File: src/rtl/nested_struct_decoder.sv
// Receive-side decoder: restores nested_struct_t fields and buffers results in a small FIFO.
// Define NESTED_DEC_CHECK_EN to compile in the consistency checker (out_err, err_count).
package main_pkg;
  typedef struct packed {
    logic [7:0]  addr;
    logic [31:0] data;
    logic        valid;
  } base_t;

  typedef struct packed {
    base_t       base;
    logic [15:0] id;
    logic [3:0]  cmd;
    logic        ready;
  } nested_struct_t;
endpackage

module nested_struct_decoder #(
  parameter int DEPTH = 4,
  parameter int CNT_W = 8
) (
  input  logic                       clk,
  input  logic                       rst_n,
  input  logic                       in_valid,
  output logic                       in_ready,
  input  main_pkg::nested_struct_t   in_data,
  output logic                       out_valid,
  input  logic                       out_ready,
  output main_pkg::nested_struct_t   out_data,
  output logic                       out_err,
  output logic [$clog2(DEPTH):0]     level,
  output logic [CNT_W-1:0]           err_count
);
  localparam int AW = $clog2(DEPTH);
  localparam int LW = AW + 1;

  main_pkg::nested_struct_t dec;
  main_pkg::nested_struct_t ram [DEPTH];
  main_pkg::nested_struct_t head_q, head_d;
  logic [AW-1:0] wr_q, rd_q, rd_d;
  logic [LW-1:0] level_q, level_d;
  logic          push, pop, head_from_in;

  always_comb begin
    dec            = in_data;
    dec.base.addr  = in_data.base.addr - 8'd1;
    dec.base.data  = in_data.base.data ^ 32'hDEAD_BEEF;
    dec.id         = in_data.id - 16'd100;
    dec.cmd        = in_data.cmd & 4'b0101;
    dec.base.valid = in_data.ready;
    dec.ready      = in_data.base.valid;
  end

  assign in_ready  = (level_q != LW'(DEPTH));
  assign out_valid = (level_q != '0);
  assign push      = in_valid && in_ready;
  assign pop       = out_valid && out_ready;

  // The head register is refilled from the slot rd_d points at; when that slot
  // is being written this very cycle the RAM is stale, so take the decoded word.
  always_comb begin
    rd_d         = pop ? rd_q + AW'(1) : rd_q;
    level_d      = level_q + LW'(push) - LW'(pop);
    head_from_in = push && (rd_d == wr_q);
    head_d       = head_q;
    if (level_d != '0) head_d = head_from_in ? dec : ram[rd_d];
  end

  always_ff @(posedge clk) begin
    if (push) ram[wr_q] <= dec;
  end

  always_ff @(posedge clk or negedge rst_n) begin
    if (!rst_n) begin
      wr_q    <= '0;
      rd_q    <= '0;
      level_q <= '0;
      head_q  <= '0;
    end else begin
      if (push) wr_q <= wr_q + AW'(1);
      rd_q    <= rd_d;
      level_q <= level_d;
      head_q  <= head_d;
    end
  end

  assign out_data = head_q;
  assign level    = level_q;

`ifdef NESTED_DEC_CHECK_EN
  logic             dec_err;
  logic             err_ram [DEPTH];
  logic             err_q, err_d;
  logic [CNT_W-1:0] cnt_q;

  assign dec_err = ~in_data.cmd[3] | ~in_data.cmd[1] | (in_data.base.valid & ~in_data.ready);

  always_comb begin
    err_d = err_q;
    if (level_d != '0) err_d = head_from_in ? dec_err : err_ram[rd_d];
  end

  always_ff @(posedge clk) begin
    if (push) err_ram[wr_q] <= dec_err;
  end

  always_ff @(posedge clk or negedge rst_n) begin
    if (!rst_n) begin
      err_q <= 1'b0;
      cnt_q <= '0;
    end else begin
      err_q <= err_d;
      if (push && dec_err && (cnt_q != '1)) cnt_q <= cnt_q + CNT_W'(1);
    end
  end

  assign out_err   = err_q;
  assign err_count = cnt_q;
`else
  assign out_err   = 1'b0;
  assign err_count = '0;
`endif
endmodule

File: config.mk
export PLATFORM = sky130hd
export DESIGN_NAME = nested_struct_decoder
export DESIGN_NICKNAME = d
export VERILOG_FILES = /design/src/rtl/nested_struct_decoder.sv
export SDC_FILE = /design/constraint.sdc
export NUM_CORES = 1
export LEC_CHECK = 0
export CAP_MARGIN = 40
export CORE_MARGIN = 1
export CORE_UTILIZATION = 57
export DETAILED_ROUTE_END_ITERATION = 7
export PLACE_DENSITY = 0.8
export SETUP_SLACK_MARGIN = 0.15
export SKIP_CTS_REPAIR_TIMING = 1
export SYNTH_ARGS = -nofsm -noshare
export SYNTH_HDL_FRONTEND = slang
export SYNTH_SLANG_ARGS = --single-unit
export TNS_END_PERCENT = 10
File: constraint.sdc
create_clock -name clk -period 9.2 [get_ports clk]
set_input_delay 0.92 -clock clk [delete_from_list [all_inputs] [get_ports clk]]
set_output_delay 0.92 -clock clk [all_outputs]
set_load 0.02 [all_outputs]
==> impl_metrics.yaml, run 1 <==
outcome:
  status: "completed"
logic_synthesis:
  synth_flop_cell: "edfxtp_1"
  avgSynthCellArea_um2: 12.23
  synth_enable_flop_cells: 240
  synthTopCellsByArea: "edfxtp_1 49%, dfrtp_1 11%, mux2_2 3.4%, o221ai_1 2.7%, nor3_1 2.7%"
  synth_top_area_share_pct: 49.06
  ys_seq_area_share_pct: 60.48
  yosysWarnings: 0
  synthesis.area_um2: 14690
  ys_async_sr_fraction_pct: 21.82
  netlist_instances: 1201
  yosysUniqueCellTypes: 49
  yosys_register_bits: 307
  yosysTopAreaCell: "edfxtp_1"
floorplan:
  die_w_um: 162.5
  ios: 142
  rows: 58
  die_area_um2: 26420
  core_um2: 25250
  dieHeight_um: 162.5
  initial_core_util_pct: 58.16
routing:
  firstDrtPassIters: 5
  dr.first_iter.drc_count: 1099
  viasPerCell: 6.597
  wl_per_cell_um: 21.68
  vias: 10714
  drt_wl_total_mm: 35.21
  ant_nets: 0
  route.detailed.drc: 0
critical_path:
  critPathLaunchType: "register"
  cp_slowest_cell: "dfrtp_4"
  path_common_cell: "buf_4"
  crit_chain: "buf_4, xor2_1, a211oi_1, o221a_4, buf_4, o21ai_0, a31oi_1"
  cp_max_fo: 66
  critPathLaunch: "rd_q[1]$_DFF_PN0_"
  worst-setup-path-type: "reg -> reg"
  crit_path_max_incr_delay_ps: 850
  reg2reg_slack_ps: 5180
  rr_startpoint: "rd_q[1]$_DFF_PN0_"
  end_kind: "register"
  required_ps: 9690
  worstReg2RegEnd: "out_data[19]$_DFFE_PN0P_"
  worstPathArrival_ps: 4510
  reg2reg_depth: 7
power:
  p_clk_share_pct: 20.5
  p_int_uw: 3945
  switching_share_pct: 38.46
  p_leak_uw: 0.005985
  switching_power_uw: 2465
  sequentialPowerShare_pct: 34.2
  ir_drop_mv: 0.2793
  combPwrFrac_pct: 45.3
  power_density_nw_per_um2: 372.8
clock_network:
  cts_tree: "done"
  root_buffer: "clkbuf_16"
  clock_path_buffers: 3
  worstSkewPairLatency_ps: 570
  cts.sinks: 307
  clkSlewWorstSetupHoldPaths_ps: 60
  cts_inserted_buffers: 31
  htreeDepth: 1
sta:
  fmax_mhz: 248.6
  relSlewSlack_pct: 41.31
  rsz0062_at_grt: "false"
  post-route-min-period_ps: 4022
  fin_ws_ps: 5178
  setup_violations: 0
  fin_crit_sh_pct: 43.72
  timing_hold_violations_final: 0
  maxSlewViolCount: 0
  clock_skew_ps: 18.80
  tightest_slew_ps: 880.4
  setup_tns_ps: 0
place:
  portBuffers: 128
  hpwl_mm: 19.82
  gp_congestion: 0.7931
  place_ws_ps: 4863
global_routing:
  antenna_found_initial: 1
  grtUsageTotal_pct: 26.74
  overflow: 0
  grt_pass1_wl_mm: 55.31
  grt_pass1_vias: 10533
  grt_max_degree: 98
finish:
  drive_gt1_share_pct: 9.899
  final.fill_count: 1758
  fin_nets: 1343
  most-common-layout-cells: "240 x edfxtp_1, 127 x clkdlybuf4s50_1, 82 x nor2_1"
  layout_commonest_cell: "edfxtp_1"
  areaGrowthSynthToFinish_pct: 17.04
min_path:
  hp-class: "in -> async"
run:
  cap_viol_max_count: 0
==> final cells by class <==
cell class | count | area (um2) | area share [%]
flip-flops and latches | 307 | 8891 | 51.71
multi-input cells | 743 | 5151 | 29.96
repair buffers | 148 | 1518 | 8.828
clock buffers | 40 | 849.6 | 4.941
well taps | 330 | 412.9 | 2.402
clock inverters | 18 | 224.0 | 1.303
inverters | 37 | 143.9 | 0.8369
diodes | 1 | 2.502 | 0.01456
==> per-stage QoR <==
stage	total power, uW	hold slack (ps)	std cells	cell area (um2)	util, %
2_1_floorplan	4186	609.5	1211	14730	-
3_3_place_gp	4919	489.3	1559	15980	63.29
3_5_place_dp	5077	500.0	1564	16090	63.71
4_1_cts	6409	297.7	1622	17160	67.96
5_1_grt	6773	314.3	1624	17190	68.08
6_report	6410	302.1	1624	17190	68.08
==> routing by layer <==
metal  vias up  track usage (%)  wire length [um]
li1       4786                -                 -
met1      5369            34.83             14060
met2       490            45.12             17720
met3        69            4.023              2522
met4         0            10.62               906
met5         -                0                 0
==> cell usage after synthesis, drive strengths merged (5+ instances only) <==
master and number:
a21oi 64, edfxtp 240, dfrtp 67, clkbuf 61
o22a 28, o31ai 47, o211ai 15, o221ai 46
mux2i 15, nor3 80, and3 5, o211a 14
ha 8, nor3b 14, inv 37, xnor2 15
buf 63, a221o 18, nor2 82, xor2 9
mux2 45, o21ai 44, or3 47, nand3b 46
a221oi 28, nand2 25, a211oi 16
==> worst max-delay path, delay by kind of cell, from the launching register on <==
kind	cells	cell delay (ps)
AOI/OAI and AO/OA	4	1430
DFF	1	850
xor gates and xnor gates	1	170
buffers and inverters	2	1390
==> logic make-up after synthesis <==
family                   Yosys count  share of synthesized area, %
AO/OA/AOI/OAI                    326                         16.37
XOR/XNOR                          24                         1.431
flip-flops                       307                         60.48
AND/OR/NAND/NOR                  313                         11.37
buffers and inverters            161                         5.034
multiplexers                      60                         4.472
adder cells (fa/ha/maj)            9                        0.8177
other                              1                       0.02553
==> power groups by stage <==
stage / clock [uW] / combinational, uW / sequential [uW]
detailed placement: 0 / 2870 / 2210
finish: 1310 / 2910 / 2190
global placement: 0 / 2730 / 2190
floorplan: 0 / 1910 / 2270
CTS: 1330 / 2890 / 2190
global route: 1390 / 3160 / 2230
==> registers in the layout, indices dropped and copies added (netlist names) <==
register,count
rd_q,2
level,3
wr_q,2
out_data,60
ram,240
==> worst max path at each step <==
stage / end / slack, ps / cells after the start
finish: out_data[19]$_DFFE_PN0P_ / 5180 / 7
global route: out_data[19]$_DFFE_PN0P_ / 5010 / 7
CTS: out_data[37]$_DFFE_PN0P_ / 5220 / 7
detailed placement: out_data[9]$_DFFE_PN0P_ / 4860 / 13
global placement: out_data[55]$_DFFE_PN0P_ / 4700 / 12
floorplan: out_data[15]$_DFFE_PN0P_ / 5470 / 17
(Power assumes the default switching activity.)
==> run 2, diff against run 1 <==
==> constraint.sdc (replaced) <==
create_clock -name clk -period 4 [get_ports clk]
set_input_delay 0.4 -clock clk [delete_from_list [all_inputs] [get_ports clk]]
set_output_delay 0.4 -clock clk [all_outputs]
set_load 0.02 [all_outputs]
==> impl_metrics.yaml, run 2 (synthesis results as in run 1) <==
outcome:
  status: "completed"
power:
  p_int_uw: 9116
  power_density_nw_per_um2: 855.7
  ir_drop_mv: 0.7252
  combPwrFrac_pct: 45.9
  switching_power_uw: 5627
  sequentialPowerShare_pct: 33.8
  p_leak_uw: 0.006000
  switching_share_pct: 38.17
  p_clk_share_pct: 20.3
routing:
  vias: 10566
  drt_wl_total_mm: 34.63
  ant_nets: 0
  wl_per_cell_um: 21.33
  viasPerCell: 6.506
  dr.first_iter.drc_count: 1120
  firstDrtPassIters: 5
  route.detailed.drc: 0
finish:
  final.fill_count: 1745
  most-common-layout-cells: "240 x edfxtp_1, 127 x clkdlybuf4s50_1, 82 x nor2_1"
  top_register: "ram"
  finalInstanceArea_um2: 17230
  drive_gt1_share_pct: 9.969
  layout_commonest_cell: "edfxtp_1"
  antenna_cells: 0
  areaGrowthSynthToFinish_pct: 17.29
  fin_nets: 1345
  largest_reg_flops: 240
clock_network:
  cts_tree: "done"
  cts_inserted_buffers: 31
  htreeDepth: 1
  clock_path_buffers: 3
  worstSkewPairLatency_ps: 550
  clkSlewWorstSetupHoldPaths_ps: 60
  root_buffer: "clkbuf_16"
  cts.sinks: 307
sta:
  tightest_slew_ps: 985.1
  clock_skew_ps: 10.34
  setup_tns_ps: 0
  fin_crit_sh_pct: 89.20
  setup_violations: 0
  relSlewSlack_pct: 34.33
  fmax_mhz: 280.3
  rsz0062_at_grt: "false"
  maxSlewViolCount: 0
  timing_hold_violations_final: 0
  post-route-min-period_ps: 3568
floorplan:
  die_w_um: 162.5
  core_um2: 25250
  rows: 58
  ios: 142
  die_area_um2: 26420
  initial_core_util_pct: 58.16
  dieHeight_um: 162.5
global_routing:
  overflow: 0
  grtUsageTotal_pct: 26.19
  antenna_found_initial: 0
  grt_pass1_vias: 10382
  grt_pass1_wl_mm: 54.26
  grt_max_degree: 229
critical_path:
  required_ps: 4430
  crit_chain: "nor2_1, nand2_1, and2_1, inv_1, ha_1, inv_1, ha_1, inv_1, fa_1, xnor2_1, or3_4, buf_16, o21ai_0, o22a_1"
  critPathLaunchType: "register"
  worst-setup-path-type: "reg -> reg"
  cp_slowest_cell: "dfrtp_1"
  crit_path_max_incr_delay_ps: 500
  worstPathArrival_ps: 4000
  end_kind: "register"
  cp_max_fo: 69
  path_common_cell: "inv_1"
run:
  cap_viol_max_count: 0
place:
  dpl_cell_area_um2: 16160
  portBuffers: 128
  gp_congestion: 0.7813
  hpwl_mm: 19.18
min_path:
  hp-class: "in -> async"
[run 2: cell count changes in the layout (fill, tap and decap cells not counted), moves of 2 or more]
cell	before	now
buf_12	1	7
buf_16	4	2
buf_4	15	13
clkbuf_8	4	1
clkinv_2	5	9
clkinv_4	2	0
[run 2: final cells by class]
type | instances | area (um2) | share of cell area (%)
multi-input combinational | 743 | 5151 | 29.90
timing repair buffer | 150 | 1574 | 9.136
sequential | 307 | 8891 | 51.61
inverter | 37 | 143.9 | 0.8352
clock inverter | 20 | 247.7 | 1.438
tap | 330 | 412.9 | 2.397
clock buffer | 37 | 808.3 | 4.691
[run 2: layer usage]
| metal | vias up | GRT usage, % | share of wire, % |
|---|---|---|---|
| li1 | 4780 | - | - |
| met1 | 5292 | 34.75 | 41 |
| met2 | 436 | 44.31 | 50 |
| met3 | 58 | 3.565 | 7.3 |
| met4 | 0 | 9.261 | 2.1 |
| met5 | - | 0 | 0 |
[run 2: worst max-delay path: cells and delay by family (launching register included)]
family                     cells  cell delay, ps
xor gates and xnor gates       1             330
DFF                            1             500
and+or+nand+nor                4             880
buffers and inverters          4             520
adders and majority gates      3             810
AOI/OAI and AO/OA              2             400
[run 2: power groups by stage]
| stage | clock network (uW) | registers (uW) | logic (uW) |
|---|---|---|---|
| after floorplan | 0 | 5230 | 4400 |
| after global placement | 0 | 4990 | 6370 |
| after detailed placement | 0 | 5020 | 6690 |
| after CTS | 3030 | 4970 | 6770 |
| after global routing | 3160 | 5060 | 7370 |
| final | 3000 | 4980 | 6760 |
[run 2: stage by stage]
step                worst slack [ps]  utilization (%)  hold WS, ps  instances  total power, uW
floorplan                      477.7                -        104.4       1211             9628
global placement               314.5            63.62        489.5       1562            11360
detailed placement             513.4            64.00        417.9       1566            11710
CTS                            463.7            68.18       -169.9       1623            14770
global route                   221.0            68.22        386.2       1624            15590
finish                         431.8            68.22        357.7       1624            14740
[run 2: worst paths after layout]
check	from	endpoint	slack, ps	cells after the start
worst max-delay path	level[1]$_DFF_PN0_	out_data[55]$_DFFE_PN0P_	430	14
worst min-delay path	rst_n	out_data[6]$_DFFE_PN0P_	360	2
worst max register to register	level[1]$_DFF_PN0_	out_data[55]$_DFFE_PN0P_	430	14
worst min register to register	out_data[50]$_DFFE_PN0P_	out_data[50]$_DFFE_PN0P_	510	1
max in group asynchronous	rst_n	rd_q[0]$_DFF_PN0_	2990	3
min in group clk	in_data[31]	ram[3][29]$_DFFE_PP_	490	2
